<file path="src/rtl/sd_resp_pkg.sv">
// Shared types and constants for the SPI-mode SD card responder.
package sd_resp_pkg;

    typedef enum logic [3:0] {
        StCmdHunt,
        StCmdRx,
        StRespNcr,
        StRespTx,
        StRdGap,
        StRdToken,
        StRdData,
        StRdCrc,
        StWrTokenWait,
        StWrData,
        StWrCrc,
        StWrDresp,
        StWrBusy
    } state_t;

    localparam logic [5:0] CmdGoIdle     = 6'd0;
    localparam logic [5:0] CmdSendIfCond = 6'd8;
    localparam logic [5:0] CmdReadBlock  = 6'd17;
    localparam logic [5:0] CmdWriteBlock = 6'd24;
    localparam logic [5:0] CmdAppOpCond  = 6'd41;
    localparam logic [5:0] CmdAppCmd     = 6'd55;
    localparam logic [5:0] CmdReadOcr    = 6'd58;

    localparam logic [7:0] TokStart        = 8'hFE;
    localparam logic [7:0] TokDataAccepted = 8'h05;

    localparam logic [7:0] R1Idle    = 8'h01;
    localparam logic [7:0] R1Illegal = 8'h04;
    localparam logic [7:0] R1Address = 8'h20;

    // CCS=1: block addressing, full 2.7-3.6 V window.
    localparam logic [31:0] Ocr = 32'hC0FF_8000;

    function automatic logic is_cmd_start(input logic [7:0] b);
        return b[7:6] == 2'b01;
    endfunction

endpackage

</file>
<file path="src/rtl/sd_spi_responder_byte.sv">
// SPI mode-0 byte engine: synchronises the master's pins into clk, shifts bytes in on
// spi_clk rise and out on spi_clk fall.
module spi_byte_slave (
    input  logic       clk,
    input  logic       rst,
    input  logic       cs,
    input  logic       spi_clk,
    input  logic       mosi,
    input  logic [7:0] tx_byte,
    input  logic       tx_load,
    output logic       miso,
    output logic [7:0] rx_byte,
    output logic       rx_valid,
    output logic       byte_done,
    output logic       cs_high
);

    logic       cs_meta, cs_sync;
    logic       sck_meta, sck_sync, sck_prev;
    logic       mosi_meta, mosi_sync;
    logic [2:0] bit_cnt;
    logic [6:0] rx_sr;
    logic [7:0] tx_sr;
    logic       sck_rise, sck_fall;

    // A deselect in the same cycle as an edge drops the edge.
    assign sck_rise  = sck_sync & ~sck_prev & ~cs_sync;
    assign sck_fall  = ~sck_sync & sck_prev & ~cs_sync;
    assign cs_high   = cs_sync;
    assign rx_valid  = sck_rise && (bit_cnt == 3'd7);
    assign byte_done = rx_valid;
    assign rx_byte   = {rx_sr, mosi_sync};

    always_ff @(posedge clk) begin
        if (rst) begin
            cs_meta   <= 1'b1;
            cs_sync   <= 1'b1;
            sck_meta  <= 1'b0;
            sck_sync  <= 1'b0;
            sck_prev  <= 1'b0;
            mosi_meta <= 1'b1;
            mosi_sync <= 1'b1;
        end else begin
            cs_meta   <= cs;
            cs_sync   <= cs_meta;
            sck_meta  <= spi_clk;
            sck_sync  <= sck_meta;
            sck_prev  <= sck_sync;
            mosi_meta <= mosi;
            mosi_sync <= mosi_meta;
        end
    end

    always_ff @(posedge clk) begin
        if (rst) begin
            bit_cnt <= 3'd0;
            rx_sr   <= 7'd0;
            tx_sr   <= 8'hFF;
            miso    <= 1'b1;
        end else if (cs_sync) begin
            bit_cnt <= 3'd0;
            tx_sr   <= 8'hFF;
            miso    <= 1'b1;
        end else begin
            if (sck_rise) begin
                rx_sr   <= {rx_sr[5:0], mosi_sync};
                bit_cnt <= bit_cnt + 3'd1;
            end
            // The load lands between the 8th rise and the following fall.
            if (tx_load) begin
                tx_sr <= tx_byte;
            end else if (sck_fall) begin
                miso  <= tx_sr[7];
                tx_sr <= {tx_sr[6:0], 1'b1};
            end
        end
    end

endmodule

</file>
<file path="src/rtl/sd_spi_responder.sv">
// SPI-mode SD card model: answers the init sequence plus single-block read and write,
// with block contents held in an external byte-wide memory.
module sd_spi_responder
    import sd_resp_pkg::*;
#(
    parameter int unsigned BLK_W      = 8,
    parameter int unsigned INIT_POLLS = 3,
    parameter int unsigned READ_GAP   = 2,
    parameter int unsigned BUSY_BYTES = 4
) (
    input  logic             clk,
    input  logic             rst,
    input  logic             cs,
    input  logic             spi_clk,
    input  logic             mosi,
    output logic             miso,
    output logic [BLK_W+8:0] mem_addr,
    input  logic [7:0]       mem_rdata,
    output logic [7:0]       mem_wdata,
    output logic             mem_we,
    output logic             card_ready
);

    logic [7:0]  rx_byte;
    logic        rx_valid, byte_done, cs_high;
    logic [7:0]  tx_byte;
    logic        tx_load;

    state_t      state, next_st;
    logic [5:0]  cmd_idx;
    logic [31:0] arg;
    logic [9:0]  cnt;
    logic [39:0] resp;
    logic [2:0]  resp_len;
    logic        app_flag;
    logic [7:0]  acmd_cnt;

    logic [7:0]  idle;
    logic [7:0]  acmd_next;
    logic        in_range;
    logic [39:0] dec_resp;
    logic [2:0]  dec_len;
    state_t      dec_after;
    logic        dec_app, dec_acmd_inc, dec_acmd_clr, dec_ready_set, dec_ready_clr;

    spi_byte_slave u_byte (
        .clk       (clk),
        .rst       (rst),
        .cs        (cs),
        .spi_clk   (spi_clk),
        .mosi      (mosi),
        .tx_byte   (tx_byte),
        .tx_load   (tx_load),
        .miso      (miso),
        .rx_byte   (rx_byte),
        .rx_valid  (rx_valid),
        .byte_done (byte_done),
        .cs_high   (cs_high)
    );

    // Command decode; only consumed when the CRC byte of a command arrives.
    always_comb begin
        idle          = {7'd0, ~card_ready};
        acmd_next     = (acmd_cnt == 8'hFF) ? acmd_cnt : acmd_cnt + 8'd1;
        in_range      = ((arg >> BLK_W) == 32'd0);
        dec_resp      = {idle | R1Illegal, 32'hFFFF_FFFF};
        dec_len       = 3'd1;
        dec_after     = StCmdHunt;
        dec_app       = 1'b0;
        dec_acmd_inc  = 1'b0;
        dec_acmd_clr  = 1'b0;
        dec_ready_set = 1'b0;
        dec_ready_clr = 1'b0;
        case (cmd_idx)
            CmdGoIdle: begin
                dec_resp[39:32] = R1Idle;
                dec_ready_clr   = 1'b1;
                dec_acmd_clr    = 1'b1;
            end
            CmdSendIfCond: begin
                dec_resp = {idle, 8'h00, 8'h00, 8'h01, arg[7:0]};
                dec_len  = 3'd5;
            end
            CmdAppCmd: begin
                dec_resp[39:32] = idle;
                dec_app         = 1'b1;
            end
            CmdAppOpCond: begin
                if (app_flag) begin
                    dec_acmd_inc = 1'b1;
                    if (32'(acmd_next) >= INIT_POLLS) begin
                        dec_resp[39:32] = 8'h00;
                        dec_ready_set   = 1'b1;
                    end else begin
                        dec_resp[39:32] = R1Idle;
                    end
                end
            end
            CmdReadOcr: begin
                dec_resp = {idle, Ocr};
                dec_len  = 3'd5;
            end
            CmdReadBlock, CmdWriteBlock: begin
                if (card_ready) begin
                    if (!in_range) begin
                        dec_resp[39:32] = R1Address;
                    end else begin
                        dec_resp[39:32] = 8'h00;
                        if (cmd_idx == CmdWriteBlock) begin
                            dec_after = StWrTokenWait;
                        end else begin
                            dec_after = (READ_GAP == 0) ? StRdToken : StRdGap;
                        end
                    end
                end
            end
            default: ;
        endcase
    end

    always_ff @(posedge clk) begin
        if (rst) begin
            state      <= StCmdHunt;
            next_st    <= StCmdHunt;
            cmd_idx    <= 6'd0;
            arg        <= 32'd0;
            cnt        <= 10'd0;
            resp       <= 40'd0;
            resp_len   <= 3'd0;
            app_flag   <= 1'b0;
            acmd_cnt   <= 8'd0;
            card_ready <= 1'b0;
            tx_byte    <= 8'hFF;
            tx_load    <= 1'b0;
            mem_addr   <= '0;
            mem_wdata  <= 8'd0;
            mem_we     <= 1'b0;
        end else begin
            tx_load <= 1'b0;
            mem_we  <= 1'b0;
            if (cs_high) begin
                state <= StCmdHunt;
            end else if (byte_done) begin
                // Every completed byte reloads the transmitter; idle filler is 0xFF.
                tx_load <= 1'b1;
                tx_byte <= 8'hFF;
                unique case (state)
                    StCmdHunt: begin
                        if (rx_valid && is_cmd_start(rx_byte)) begin
                            cmd_idx <= rx_byte[5:0];
                            cnt     <= 10'd0;
                            state   <= StCmdRx;
                        end
                    end
                    StCmdRx: begin
                        if (cnt == 10'd4) begin
                            resp     <= dec_resp;
                            resp_len <= dec_len;
                            next_st  <= dec_after;
                            app_flag <= dec_app;
                            if (dec_acmd_clr) begin
                                acmd_cnt <= 8'd0;
                            end else if (dec_acmd_inc) begin
                                acmd_cnt <= acmd_next;
                            end
                            if (dec_ready_clr) begin
                                card_ready <= 1'b0;
                            end else if (dec_ready_set) begin
                                card_ready <= 1'b1;
                            end
                            if (dec_after != StCmdHunt) begin
                                mem_addr <= {arg[BLK_W-1:0], 9'd0};
                            end
                            state <= StRespNcr;
                        end else begin
                            arg <= {arg[23:0], rx_byte};
                            cnt <= cnt + 10'd1;
                        end
                    end
                    StRespNcr: begin
                        tx_byte <= resp[39:32];
                        resp    <= {resp[31:0], 8'hFF};
                        cnt     <= {7'd0, resp_len} - 10'd1;
                        state   <= StRespTx;
                    end
                    StRespTx: begin
                        if (cnt != 10'd0) begin
                            tx_byte <= resp[39:32];
                            resp    <= {resp[31:0], 8'hFF};
                            cnt     <= cnt - 10'd1;
                        end else begin
                            cnt   <= 10'd0;
                            state <= next_st;
                            if (next_st == StRdToken) begin
                                tx_byte <= TokStart;
                            end
                        end
                    end
                    StRdGap: begin
                        if (cnt == 10'(READ_GAP - 1)) begin
                            tx_byte <= TokStart;
                            state   <= StRdToken;
                        end else begin
                            cnt <= cnt + 10'd1;
                        end
                    end
                    StRdToken: begin
                        tx_byte       <= mem_rdata;
                        mem_addr[8:0] <= 9'd1;
                        cnt           <= 10'd0;
                        state         <= StRdData;
                    end
                    StRdData: begin
                        // The address already points one byte ahead of the byte loaded.
                        if (cnt == 10'd511) begin
                            cnt   <= 10'd0;
                            state <= StRdCrc;
                        end else begin
                            tx_byte <= mem_rdata;
                            cnt     <= cnt + 10'd1;
                            if (mem_addr[8:0] != 9'h1FF) begin
                                mem_addr[8:0] <= mem_addr[8:0] + 9'd1;
                            end
                        end
                    end
                    StRdCrc: begin
                        if (cnt == 10'd0) begin
                            cnt <= 10'd1;
                        end else begin
                            state <= StCmdHunt;
                        end
                    end
                    StWrTokenWait: begin
                        if (rx_byte == TokStart) begin
                            cnt   <= 10'd0;
                            state <= StWrData;
                        end
                    end
                    StWrData: begin
                        mem_we        <= 1'b1;
                        mem_wdata     <= rx_byte;
                        mem_addr[8:0] <= cnt[8:0];
                        if (cnt == 10'd511) begin
                            cnt   <= 10'd0;
                            state <= StWrCrc;
                        end else begin
                            cnt <= cnt + 10'd1;
                        end
                    end
                    StWrCrc: begin
                        if (cnt == 10'd0) begin
                            cnt <= 10'd1;
                        end else begin
                            tx_byte <= TokDataAccepted;
                            state   <= StWrDresp;
                        end
                    end
                    StWrDresp: begin
                        if (BUSY_BYTES == 0) begin
                            state <= StCmdHunt;
                        end else begin
                            tx_byte <= 8'h00;
                            cnt     <= 10'd0;
                            state   <= StWrBusy;
                        end
                    end
                    StWrBusy: begin
                        if (cnt == 10'(BUSY_BYTES - 1)) begin
                            state <= StCmdHunt;
                        end else begin
                            tx_byte <= 8'h00;
                            cnt     <= cnt + 10'd1;
                        end
                    end
                    default: state <= StCmdHunt;
                endcase
            end
        end
    end

endmodule

</file>
<file path="config.mk">
export PLATFORM = sky130hd
export DESIGN_NAME = sd_spi_responder
export DESIGN_NICKNAME = d
export VERILOG_FILES = /design/src/rtl/sd_resp_pkg.sv /design/src/rtl/sd_spi_responder_byte.sv /design/src/rtl/sd_spi_responder.sv
export SDC_FILE = /design/constraint.sdc
export NUM_CORES = 1
export LEC_CHECK = 0
export ABC_AREA = 1
export CORE_MARGIN = 1.5
export CORE_UTILIZATION = 45
export DETAILED_ROUTE_END_ITERATION = 8
export GPL_TIMING_DRIVEN = 0
export MAX_ROUTING_LAYER = met4
export SLEW_MARGIN = 20
export SYNTH_ARGS = -nofsm -noshare
export SYNTH_HDL_FRONTEND = slang
export SYNTH_SLANG_ARGS = --single-unit
</file>
<file path="constraint.sdc">
create_clock -name clk -period 2.15 [get_ports clk]
set_input_delay 0.43 -clock clk [delete_from_list [all_inputs] [get_ports clk]]
set_output_delay 0.43 -clock clk [all_outputs]
set_load 0.02 [all_outputs]
</file>
After elaboration in Yosys (flattened, before gate mapping)
Index checks and enable logic that the tools add are counted.
- register bits after elaboration: 170
- input bits: 13
- output and inout bits: 28
- logic and storage cells: 189
- add/subtract/negate cells: 6
- $lt $le $gt $ge: 1
- eq/ne operators: 46
- multiplexer cells: 62
- bitwise operators: 11
- reductions and logical operators: 36
- operators by type and width (kind ; number):
    one-hot mux 40 bit (3 select lines) ; 1
    one-hot mux 10 bit (10 select lines) ; 1
    2-to-1 mux 10 bit ; 8
    2-to-1 mux 40 bit ; 2
    2-to-1 mux 8 bit ; 10
    one-hot mux 32 bit (2 select lines) ; 1
    one-hot mux 8 bit (8 select lines) ; 1
    2-to-1 mux 4 bit ; 14
    one-hot mux 4 bit (13 select lines) ; 1
    2-to-1 mux 9 bit ; 4
    one-hot mux 9 bit (4 select lines) ; 1
    != test 2 bit (second input constant) ; 17
    zero test 32 bit ; 1
    one-hot mux 8 bit (4 select lines) ; 1
    equality test 4 x 3 -> 1 bit (second input constant) ; 5
    equality test 4 bit (second input constant) ; 5
    AND reduction 5 bit ; 4
    nonzero test 10 bit ; 2
    equality test 6 bit (second input constant) ; 3
    equality test 8 bit (second input constant) ; 2
    2-to-1 mux 1 bit ; 14
    equality test 6 x 5 -> 1 bit (second input constant) ; 2
    2-to-1 mux 6 bit ; 2
    AND reduction 4 bit ; 3
    other kinds (35) ; 57

Longest topological paths before layout
- depth in word-level cells: 9
- depth in mapped cells: 14
- mapped depth without buffers: 14

Hierarchy
Synthesis repeated with hierarchy kept, for this count alone.
- cells, all modules: 1182
- area total of the unflattened synthesis: 8136.6 um2
- modules (own cells, without submodules) (module ; times used ; cells an instance ; area an instance (um2) ; seq. area each (um2)):
    sd_spi_responder ; 1 ; 1030 ; 7004.2 ; 2822.7
    spi_byte_slave ; 1 ; 152 ; 1132.3 ; 520.5

Least setup slack after synthesis
No wires, ideal clock.
- path kind: register to register
- start: register mem_addr[0]
- end: register mem_addr[0]
- setup time: 0.072 ns
- arrival time: 1.771 ns
- data required time: 2.078 ns
- path slack: 0.307 ns
- stages on the path, launching flop included: 15
- path buffers: 0
- path through: dfxtp_1 > ha_1 > nand2_1 > inv_1 > nand3_1 > nor2_1 > nand2_1 > nor2_1 > ha_1 > nand2_1 > nand3_2 > nor2_8 > nand2_4 > nand2_1 > a21oi_1
- word-level cells in the longest chain between the ends: 4
- RTL lines (element ; line ; RTL):
    start: declaration ; sd_spi_responder.sv:17 ; output logic [BLK_W+8:0] mem_addr,
    start signal: assignment ; sd_spi_responder.sv:172 ; mem_addr <= {arg[BLK_W-1:0], 9'd0};
    start signal: assignment ; sd_spi_responder.sv:222 ; mem_addr[8:0] <= mem_addr[8:0] + 9'd1;
    start signal: assignment ; sd_spi_responder.sv:242 ; mem_addr[8:0] <= cnt[8:0];
    adder 9 x 1 -> 9 bit ; sd_spi_responder.sv:222 ;
    2-to-1 mux 9 bit ; sd_spi_responder.sv:221 ; if (mem_addr[8:0] != 9'h1FF) begin
    2-to-1 mux 9 bit ; sd_spi_responder.sv:215 ; if (cnt == 10'd511) begin
    one-hot mux 9 bit (4 select lines) ; sd_spi_responder.sv:147 ; unique case (state)
Several ways; a longest one is shown, not always the timed one. The select of a mux whose other input is x is not followed.
A chain may end at the register's enable or synchronous reset.

Worst setup path in the final report
- start: register cnt[1]
- end: register mem_addr[5]
- word-level cells in the longest chain between the ends: 3
- RTL lines (element ; line ; RTL):
    start: declaration ; sd_spi_responder.sv:32 ; logic [9:0] cnt;
    start signal: assignment ; sd_spi_responder.sv:177 ; cnt <= cnt + 10'd1;
    start signal: assignment ; sd_spi_responder.sv:183 ; cnt <= {7'd0, resp_len} - 10'd1;
    start signal: assignment ; sd_spi_responder.sv:190 ; cnt <= cnt - 10'd1;
    equality test 10 x 9 -> 1 bit / equality test 10 x 3 -> 1 bit (equally long branches) ; sd_spi_responder.sv:215, sd_spi_responder.sv:156 ;
    != test 2 bit (no source line) ; -- ;
    AND reduction 7 bit (no source line) (*) ; -- ;
Mark *: on every way between the ends. The rest lies on a longest branch, timed or not.

==> results.toml <==
[timing]
slew_viol_final = 0
period_minus_slack_ns = 2.02
slew_headroom_pct = 49.9
clock.fmax_mhz = 494
skew_ns = 0.0129
hold_violations = 0
min_period_over_period_pct = 94.1
worst_pin_slew_ns = 0.752
setup_viol = 0

[synth]
synth_xor_area_share_pct = 0.851
syn_area_mm2 = 0.00824
synth-edff-count = 0
ys_seq_elements = 167
syn_nets = 1171
yosys.area.top_type_share_pct = 40.6
yosysTopAreaCell = "dfxtp_1"
avgSynthCellArea_um2 = 7.17
synth_warnings = 0
synth_cell_type_count = 49
synth_compound_area_share_pct = 19.0
synthArstFlopShare_pct = 0
synthSimpleGateAreaFrac_pct = 29.4
yosys-top-cells-area = "dfxtp_1 (41%), nand2_1 (10%), o21ai_0 (6.8%)"
yosysMostFrequentCell = "nand2_1"
synth_top_family_by_area = "simple AND/OR/NAND/NOR gates"
syn_inst = 1148
synth_fa_ha_area_share_pct = 1.52
yosysSeqAreaShare_pct = 40.6
synthTopCellsByCount = "nand2_1 (222), dfxtp_1 (167), nor2_1 (134), o21ai_0 (112), a21oi_1 (105)"
synth_flop_cell = "dfxtp_1"
muxShareOfSynthArea_pct = 0.122

[floorplan]
die_h_um = 138
die_x_um = 138
core_area_mm2 = 0.0180
rows = 49
initial_core_util_pct = 45.9
dieArea_mm2 = 0.0191
io_pins = 41

[global_routing]
grtUsageTotal_pct = 23.3
grt_pass1_vias = 7027
grt_max_degree = 18
grt_pass1_wl_um = 35300
overflow = 0
antenna_found_initial = 0

[setup_path]
start_kind = "flop"
cp_data_required_time_ns = 2.43
crit_fanout = 4
endpoint_kind = "flop"
timing.rr.start = "cnt[1]$_SDFFE_PP0P_"
r2r_cells = 10
crit_arrival_ns = 2.31
worstReg2RegEnd = "mem_addr[5]$_SDFFE_PP0P_"
r2r_slack_ns = 0.13
worst-setup-path-type = "flop to flop"

[finish]
drive_above_1_share_pct = 13.2
syn_to_final_growth_pct = 17.4
antenna-diode-count = 0
final_cell_area_mm2 = 0.00967
final_cells = 1460
nets = 1241

[placement]
io_buffers = 40
place_area_mm2 = 0.00892
hpwl_um = 15500
gp_congestion = 0.893
placed_cells = 1417

[clocking]
clockBufferDepth = 2
clkTransAtPathRegs_ns = 0.07
cts_tree = "done"
cts_sinks = 167
h-tree-depth = 4
clk_latency_ns = 0.44
cts-root-buf = "clkbuf_16"
numCtsBuffers = 17

[drt]
vias_per_cell = 5.20
drt_iter0_markers = 456
vias = 7593
drc_errors = 0
drt_wl_total_um = 21400
drtPass1Iterations = 5
antenna_left = 0
wl_per_cell_um = 14.6

[status]
status = "completed"

[pwr]
p_leak_uw = 0.00378
peakVddDrop_v = 0.000484
p_per_area_mw_per_mm2 = 661

[flow_run]
drv_cap = 0

[worst_hold_path]
min_to = "u_byte.sck_sync$_SDFF_PP0_"
hold_path.class = "flop to flop"
hold_depth = 2
min_from = "u_byte.sck_meta$_SDFF_PP0_"
==> worst max path at each step <==
stage / from / endpoint / slack (ns) / depth (start not counted)
after floorplan: mem_addr[0]$_SDFFE_PP0P_ / mem_addr[0]$_SDFFE_PP0P_ / 0.31 / 14
after global placement: rst / next_st[3]$_SDFFE_PP0P_ / -0.45 / 6
after detailed placement: rst / next_st[3]$_SDFFE_PP0P_ / -0.37 / 6
after CTS: rst / next_st[3]$_SDFFE_PP0P_ / 0.002 / 6
after global routing: acmd_cnt[0]$_SDFFE_PP0P_ / resp[32]$_SDFFE_PP0P_ / -0.01 / 11
final: cnt[1]$_SDFFE_PP0P_ / mem_addr[5]$_SDFFE_PP0P_ / 0.13 / 10
==> timing repair <==
action | in CTS | in global routing
hold buffers | 0 | 0
setup endpoints to repair | 1 | 82
pin swaps | 0 | 7
resized for setup | 1 | 28
buffers inserted | 0 | 11
==> cell type report <==
cell class | count | area [um^2]
fillers | 1821 | 8290
multi-input cells | 816 | 4230
flip-flops and latches | 167 | 3350
repair buffers | 51 | 493
inverters | 117 | 452
clock buffers | 17 | 425
well taps | 229 | 287
plain buffers | 48 | 259
clock inverters | 15 | 179
==> per-layer routing <==
layer  routed length, um  vias to the layer above  global-route usage, %
li1                    -                     3944                      -
met2               10100                      145                   37.7
met1               10200                     3490                   30.2
met4                 263                        0                   5.37
met5                   0                        -                      -
met3                 705                       14                   4.68
==> cell families after synthesis <==
group / Yosys count
adders and majority gates: 10
xor gates and xnor gates: 8
and+or+nand+nor: 519
DFF: 167
buffers and inverters: 165
muxes: 1
AOI/OAI and AO/OA: 278
==> cell usage in the layout, fill, tap and decap left out, types with 16 or more instances in the layout <==
cell               n
inv_1            100
o21ai_1           16
nand4_1           22
nand2_1          220
nand3_1           70
nor2_1           132
o21ai_0          110
dfxtp_1          164
a21oi_1          104
clkdlybuf4s50_1   40
clkbuf_16         17
clkbuf_1          24
==> state kept, by name, indices dropped and copies added (netlist names), 3 cells and up <==
name,flops
state,4
tx_byte,8
cmd_idx,6
cnt,10
acmd_cnt,8
resp,40
u_byte.rx_sr,7
mem_addr,17
u_byte.bit_cnt,3
mem_wdata,8
arg,32
u_byte.tx_sr,8
==> report_power, final <==
group | internal, uW | switching [uW]
Sequential | 3100 | 5.81
Clock | 1760 | 1410
Combinational | 42.4 | 85.8
==> worst max-delay path, cell delays in order, from the launching register on <==
cell and delay [ns]:
dfxtp_1 0.39, ha_1 0.24, nand2_2 0.13, nor2_4 0.15
nand4_1 0.22, nor3_4 0.31, nor2_8 0.06, buf_12 0.13
buf_4 0.12, nand3_1 0.05, a21oi_1 0.07
==> metrics by stage <==
step	setup WS [ns]	utilization, %	hold WS (ns)	total power (uW)	TNS, ns
6_report	0.127	53.8	0.404	6400	0
5_1_grt	-0.0141	53.8	0.431	6600	-0.0141
4_1_cts	0.00189	53.0	0.409	6450	0
3_5_place_dp	-0.368	49.7	0.401	3300	-10.85
3_3_place_gp	-0.450	49.7	0.391	3300	-12.97
2_1_floorplan	0.307	-	0.388	3240	0
No activity file was read; power rests on OpenSTA's default activity.
